==> config.mk <==
export PLATFORM = sky130hd
export DESIGN_NAME = controlador_display_bcd
export DESIGN_NICKNAME = d
export VERILOG_FILES = /design/src/rtl/controlador_display_bcd.sv
export SDC_FILE = /design/constraint.sdc
export NUM_CORES = 1
export LEC_CHECK = 0
export ABC_AREA = 1
export CORE_MARGIN = 2
export CORE_UTILIZATION = 50
export DETAILED_ROUTE_END_ITERATION = 10
export DONT_BUFFER_PORTS = 1
export GPL_TIMING_DRIVEN = 1
export PLACE_DENSITY = 0.63
export REMOVE_ABC_BUFFERS = 1
export SLEW_MARGIN = 40
export SYNTH_ARGS = -nofsm -noshare
export SYNTH_HDL_FRONTEND = slang
export SYNTH_SLANG_ARGS = --single-unit
==> constraint.sdc <==
create_clock -name clk -period 5.4 [get_ports clk]
set_input_delay 1.08 -clock clk [delete_from_list [all_inputs] [get_ports clk]]
set_output_delay 1.08 -clock clk [all_outputs]
set_load 0.02 [all_outputs]
==> src/rtl/controlador_display_bcd.sv <==
// Display sequencer for the scale's 4-digit multiplexed 7-segment readout.
// Takes a BCD 8.8 weight (II.FF) over valid/ready into a one-deep pending
// buffer and swaps it into the display only at frame boundaries, so a frame
// never shows digits from two different weights.
module controlador_display_bcd #(
    parameter int PRESCALE = 50000
) (
    input  logic        clk,
    input  logic        rst,
    input  logic        bcd_valid,
    input  logic [15:0] bcd_total,
    output logic        bcd_ready,
    output logic [3:0]  an,
    output logic [3:0]  digito,
    output logic        dp,
    output logic        frame_done,
    output logic        err_bcd
);

    localparam int CNT_W = (PRESCALE > 2) ? $clog2(PRESCALE) : 1;
    localparam logic [CNT_W-1:0] CNT_MAX = CNT_W'(PRESCALE - 1);

    typedef enum logic [2:0] {
        S_IDLE,
        S_D3,
        S_D2,
        S_D1,
        S_D0
    } state_t;

    state_t           state, state_next;
    logic [CNT_W-1:0] cnt, cnt_next;
    logic [15:0]      display, display_next;
    logic [15:0]      pending, pending_next;
    logic             pending_full, pending_full_next;

    logic             accept;
    logic             tick;
    logic             boundary;

    logic [3:0]       an_next;
    logic [3:0]       digito_next;
    logic             dp_next;
    logic             ready_next;
    logic             err_next;

    // True when any of the four nibbles is not a decimal digit.
    function automatic logic bcd_invalid(input logic [15:0] v);
        return (v[15:12] > 4'd9) || (v[11:8] > 4'd9) ||
               (v[7:4]   > 4'd9) || (v[3:0]  > 4'd9);
    endfunction

    // Nibble of the display word belonging to the digit slot of a state.
    function automatic logic [3:0] slot_nibble(input logic [15:0] v, input state_t s);
        case (s)
            S_D3:    return v[15:12];
            S_D2:    return v[11:8];
            S_D1:    return v[7:4];
            S_D0:    return v[3:0];
            default: return 4'd0;
        endcase
    endfunction

    assign accept   = bcd_valid && bcd_ready;
    assign tick     = (state != S_IDLE) && (cnt == CNT_MAX);
    assign boundary = tick && (state == S_D0);

    // Next-state, prescaler, display/pending buffer and next output values.
    always_comb begin
        state_next        = state;
        cnt_next          = cnt;
        display_next      = display;
        pending_next      = pending;
        pending_full_next = pending_full;

        case (state)
            S_IDLE: begin
                cnt_next = '0;
                if (accept) begin
                    display_next = bcd_total;
                    state_next   = S_D3;
                end
            end
            default: begin
                cnt_next = tick ? '0 : cnt + CNT_W'(1);
                if (tick) begin
                    case (state)
                        S_D3:    state_next = S_D2;
                        S_D2:    state_next = S_D1;
                        S_D1:    state_next = S_D0;
                        default: state_next = S_D3;
                    endcase
                end
                if (boundary) begin
                    // Pending data wins; otherwise a same-cycle accept bypasses the buffer.
                    if (pending_full) begin
                        display_next      = pending;
                        pending_full_next = 1'b0;
                    end else if (accept) begin
                        display_next = bcd_total;
                    end
                end else if (accept) begin
                    pending_next      = bcd_total;
                    pending_full_next = 1'b1;
                end
            end
        endcase

        // Outputs are computed from the next state so they change on the same edge.
        an_next = 4'b1111;
        case (state_next)
            S_D3:    an_next = (display_next[15:12] == 4'd0) ? 4'b1111 : 4'b0111;
            S_D2:    an_next = 4'b1011;
            S_D1:    an_next = 4'b1101;
            S_D0:    an_next = 4'b1110;
            default: an_next = 4'b1111;
        endcase
        digito_next = slot_nibble(display_next, state_next);
        dp_next     = (state_next != S_D2);
        ready_next  = (state_next == S_IDLE) ? 1'b1 : !pending_full_next;
        err_next    = err_bcd || (accept && bcd_invalid(bcd_total));
    end

    // State, prescaler and data buffers.
    always_ff @(posedge clk) begin
        if (rst) begin
            state        <= S_IDLE;
            cnt          <= '0;
            display      <= '0;
            pending      <= '0;
            pending_full <= 1'b0;
        end else begin
            state        <= state_next;
            cnt          <= cnt_next;
            display      <= display_next;
            pending      <= pending_next;
            pending_full <= pending_full_next;
        end
    end

    // Registered outputs.
    always_ff @(posedge clk) begin
        if (rst) begin
            an         <= 4'b1111;
            digito     <= 4'd0;
            dp         <= 1'b1;
            bcd_ready  <= 1'b1;
            frame_done <= 1'b0;
            err_bcd    <= 1'b0;
        end else begin
            an         <= an_next;
            digito     <= digito_next;
            dp         <= dp_next;
            bcd_ready  <= ready_next;
            frame_done <= boundary;
            err_bcd    <= err_next;
        end
    end

endmodule

# Yosys cells after proc, flatten, opt, wreduce, memory -nomap -nowiden
# Index checks and enable logic that the tools add are counted.
# Widths: inputs -> output; s select.
# totals
regBits,64
inputBits,19
output_inout_bits,12
word_cells,58
# op_classes
add_sub_neg,1
n_lt_le_gt_ge,4
eq_ne,10
mux,14
bitwise,2
reduce_logical,16
# op_table
op,count
$mux 16,4
$pmux 4 s4,2
$add 16x1->16 const B,1
$eq 16x16->1 const B,1
$gt 4x4->1 const B,4
$eq 3x2->1 const B,4
$mux 3,3
$pmux 3 s3,1
$eq 3x1->1 const B,2
$eq 3x3->1 const B,2
$logic_not 3->1,2
$logic_and 1x1->1,4
$logic_not 4->1,1
$logic_or 1x1->1,4
$mux 4,1
$mux 1,3
$ne 3x2->1 const B,1
$reduce_and 3->1,1
$reduce_bool 3->1,1
$reduce_or 3->1,1
$not 1->1,2
$reduce_or 2->1,1
$logic_not 1->1,1

# Logic depth before layout (Yosys ltp)
# depth
depth_word,8
depth_mapped,15
ltp_nobuf,14

# Worst setup path before layout
# Ideal clock, no wire load.
# synth_path
kind,input-to-reg
from,input bcd_valid
to,register digito[2]
setup_ps,128
t_arrival_ps,2143
t_required_ps,5272
path_slack_ps,3130
path_stages,11
n_path_buf,2
cell_sequence,nand2_1 > buf_2 > buf_2 > o21ai_0 > o21ai_0 > nand3_1 > nand3_1 > nand3_1 > nand2_1 > nor2_1 > nor2_1
# synth_via
elab_chain_len,6
elab_cells_between_ends,12
cone_classes,eq/ne (4); mux (7); reduce/logical (1)
# synth_rtl
item,line,rtl
from (decl),10,"input logic bcd_valid,"
$logic_and 1x1->1 (*),64,assign accept = bcd_valid && bcd_ready;
$mux 16,"79, 99",
$mux 16,96,if (pending_full) begin
$mux 16,94,if (boundary) begin
$mux 16,76,case (state)
$pmux 4 s4 (*),55,case (s)
to (signal assigned),152,digito <= digito_next;
to (decl),14,"output logic [3:0] digito,"
# Every way passes the cells marked *; elsewhere a longest branch is shown, timed or not.
# A chain may end at the register's enable or synchronous reset.

# Worst setup path after layout
# layout_path
from,register state[0]
to,register pending[4]
# layout_via
elab_chain_len,5
elab_cells_between_ends,8
cone_classes,eq/ne (1); bitwise (2); reduce/logical (5)
# layout_rtl
item,line,rtl
from (decl),31,"state_t state, state_next;"
from (signal assigned),133,state <= state_next;
$reduce_bool 3->1,65,assign tick = (state != S_IDLE) && (cnt == CNT_MAX);
$logic_and 1x1->1,65,
$logic_and 1x1->1,66,assign boundary = tick && (state == S_D0);
$not 1->1 (no line),n/a,
$reduce_and 3->1 (no line) (*),n/a,
to (signal assigned),136,pending <= pending_next;
to (decl),34,"logic [15:0] pending, pending_next;"
# Marks and branches as above.

==> out/metrics.yaml <==
status:
  status: "finished, violations left"
  violations: "DRC"
power:
  pwr-share-clk_pct: 39.4
  p_leak_uw: 0.00151
  ir_drop_mv: 0.150
  switchingPower_uw: 293
  p_int_uw: 776
  p_sw_share_pct: 27.4
  pwr-share-comb_pct: 12.1
  p_seq_share_pct: 48.5
  powerDensity_mw_per_mm2: 301
flow_run:
  drv_cap: 0
die:
  rows: 29
  start_util_pct: 52.2
  core-area_mm2: 0.00642
  die_w_um: 85.9
  ios: 31
  dieArea_mm2: 0.00737
  die_h_um: 85.9
cts:
  h-tree-depth: 3
  clk_latency_ns: 0.34
  cts_buffers: 9
  post_cts_buffers: 0
  cts_tree: "built"
  cts_sinks: 64
  clkTransAtPathRegs_ns: 0.07
  root_buffer: "clkbuf_8"
  ctsResizeCount: 0
  cts_buffer_depth: 2
  hold_buffers: 0
global_route:
  grt_util_met2_pct: 34.0
  grt_util_met1_pct: 36.9
  grt_most_used_layer: "met1"
  first_global_vias: 2900
  grt_util_met3_pct: 5.58
  grt_max_degree: 43
  grt_overflow: 0
  track_usage_pct: 24.5
  grt_antenna_before_repair: 0
  grt_pass1_wl_um: 14300
timing:
  finalHoldViolations: 0
  post-route-period-util_pct: 48.4
  rsz0062_at_grt: "false"
  finalMaxSlewViolations: 0
  finalClockSkew_ns: 0.0116
  max_freq_ghz: 0.383
  setup-violations-final: 0
  slew_headroom_pct: 45.5
  fin_ws_ns: 2.79
  fin_tns_setup_ns: 0
  fin_crit_ns: 2.61
  tightest_slew_ns: 0.817
yosys:
  synth-edff-count: 0
  synth_most_common_cell: "nand2_1"
  synth_cells: 513
  yosysSeqAreaShare_pct: 38.2
  synthTopCellsByArea: "dfxtp_1 38%, nand2_1 19%, nand3_1 7.2%"
  yosysTopAreaCell: "dfxtp_1"
  netlist_area_mm2: 0.00335
  ys_ff_latch: 64
  syn_avg_cell_area_um2: 6.53
  synthArstFlopShare_pct: 0
  synth_flop_cell: "dfxtp_1"
  synthTopCellsByCount: "171 x nand2_1, 64 x dfxtp_1, 54 x nor2_1, 48 x nand3_1, 43 x inv_1"
  synth_cell_types: 35
  yosysWarnings: 0
  synth_top_area_share_pct: 38.2
worst_setup_path:
  required_ns: 5.63
  cp_max_fo: 25
  r2r_cells: 7
  arrival_ns: 2.84
  start_kind: "flop"
  timing.rr.end: "pending[4]"
  r2r_slack_ns: 2.79
  regToRegStartpoint: "state[0]"
  end_kind: "flop"
  worst-setup-path-type: "flop to flop"
placement:
  dpl.cell_count: 569
  place.detailed.hpwl_um: 5620
  finalWeightedCongestion: 0.849
  dp_slack_ns: 2.53
  port_buffers: 0
drt:
  wirelength_um: 8530
  wl_per_cell_um: 14.6
  vias_per_cell: 5.43
  vias: 3175
  remaining_drc_errors: 4
  drt-initial-drc-count: 309
  drt_pass1_iterations: 8
  ant_nets: 0
layout:
  antennaDiodeCount: 0
  drive_above_1_share_pct: 7.48
  fin_cells: 585
  fin_nets: 523
  area_delta_synth_final_pct: 5.86
worst_hold_path:
  min_path_cells: 1
  hp-class: "flop to flop"
  hp-start: "cnt[0]"
  hold_end: "cnt[0]"
[worst max-delay path by stage]
| stage | from | end | slack [ns] |
|---|---|---|---|
| floorplan | bcd_valid | digito[0] | 2.85 |
| global placement | bcd_valid | pending[13] | 2.22 |
| detailed placement | bcd_valid | pending[4] | 2.53 |
| CTS | state[0] | pending[4] | 2.81 |
| global route | state[0] | pending[4] | 2.56 |
| finish | state[0] | pending[4] | 2.79 |
[cell usage in the layout (no fill, tap or decap), types with 2 or more instances in the layout]
master    Yosys  routed
clkbuf_1     11       2
nor2_1       54      54
xor2_1        2       2
o21ai_0      22      22
dfxtp_1      64      64
nand3_1      48      48
clkbuf_8      0      11
nor3_2        3       3
clkinv_2      0       2
nor2_2        4       4
inv_1        43      43
nand2_1     171     170
nand2_4       3       3
a21boi_0      6       6
nand4_1      10      10
xnor2_1       2       2
nand2_2       3       4
nor3_1       10      10
a21oi_1      31      31
nor2_4        2       2
[power by group through the flow]
stage	Combinational, uW	Clock (uW)	Sequential [uW]
CTS	128	426	517
detailed placement	128	0	528
finish	129	421	518
global placement	126	0	528
global route	149	443	520
floorplan	104	0	522
[layout make-up]
type                            instances  area [um^2]
Fill cell                             648         2870
Multi-Input combinational cell        382         1800
Sequential cell                        64         1280
Inverter                               45          169
Clock buffer                           13          159
Tap cell                               77         96.3
Clock inverter                          3         40.0
Timing Repair Buffer                    1         7.51
[cells by family (layout without fill, tap and decap cells)]
logic type / Yosys count / count (layout) / synth area share (%)
DFF: 64 / 64 / 38.2
xor gates and xnor gates: 4 / 4 / 1.05
and+or+nand+nor: 315 / 315 / 42.1
adders and majority gates: 1 / 1 / 0.373
AOI/OAI and AO/OA: 62 / 62 / 9.97
buffers and inverters: 67 / 62 / 8.29
[state kept, by name (all words and copies together), names as in the netlist]
name          flops
dp                1
pending_full      1
bcd_ready         1
err_bcd           1
frame_done        1
an                4
cnt              16
pending          16
digito            4
state             3
display          16
[metrics by stage]
stage,utilization [%],hold slack (ns),power (uW),area (um^2)
6_report,55.3,0.453,1070,3550
5_1_grt,55.3,0.484,1110,3550
4_1_cts,55.3,0.456,1070,3550
3_3_place_gp,52.1,0.433,654,3350
2_1_floorplan,-,0.418,626,3240
3_5_place_dp,52.2,0.438,655,3350
[metal layers]
layer	vias up	share of wire, %
li1	1622	-
met1	1423	51
met2	116	39
met3	14	8.6
met4	0	1.9
met5	-	0
[worst max-delay path, stage by stage, from the launching register on]
cell and delay (ns):
dfxtp_1 0.48, nor2_2 0.10, nand2_4 0.28, inv_1 0.32, nor2_2 0.71, nand2_2 0.36, nand2_1 0.15, a21oi_1 0.07
(Power assumes the default switching activity.)
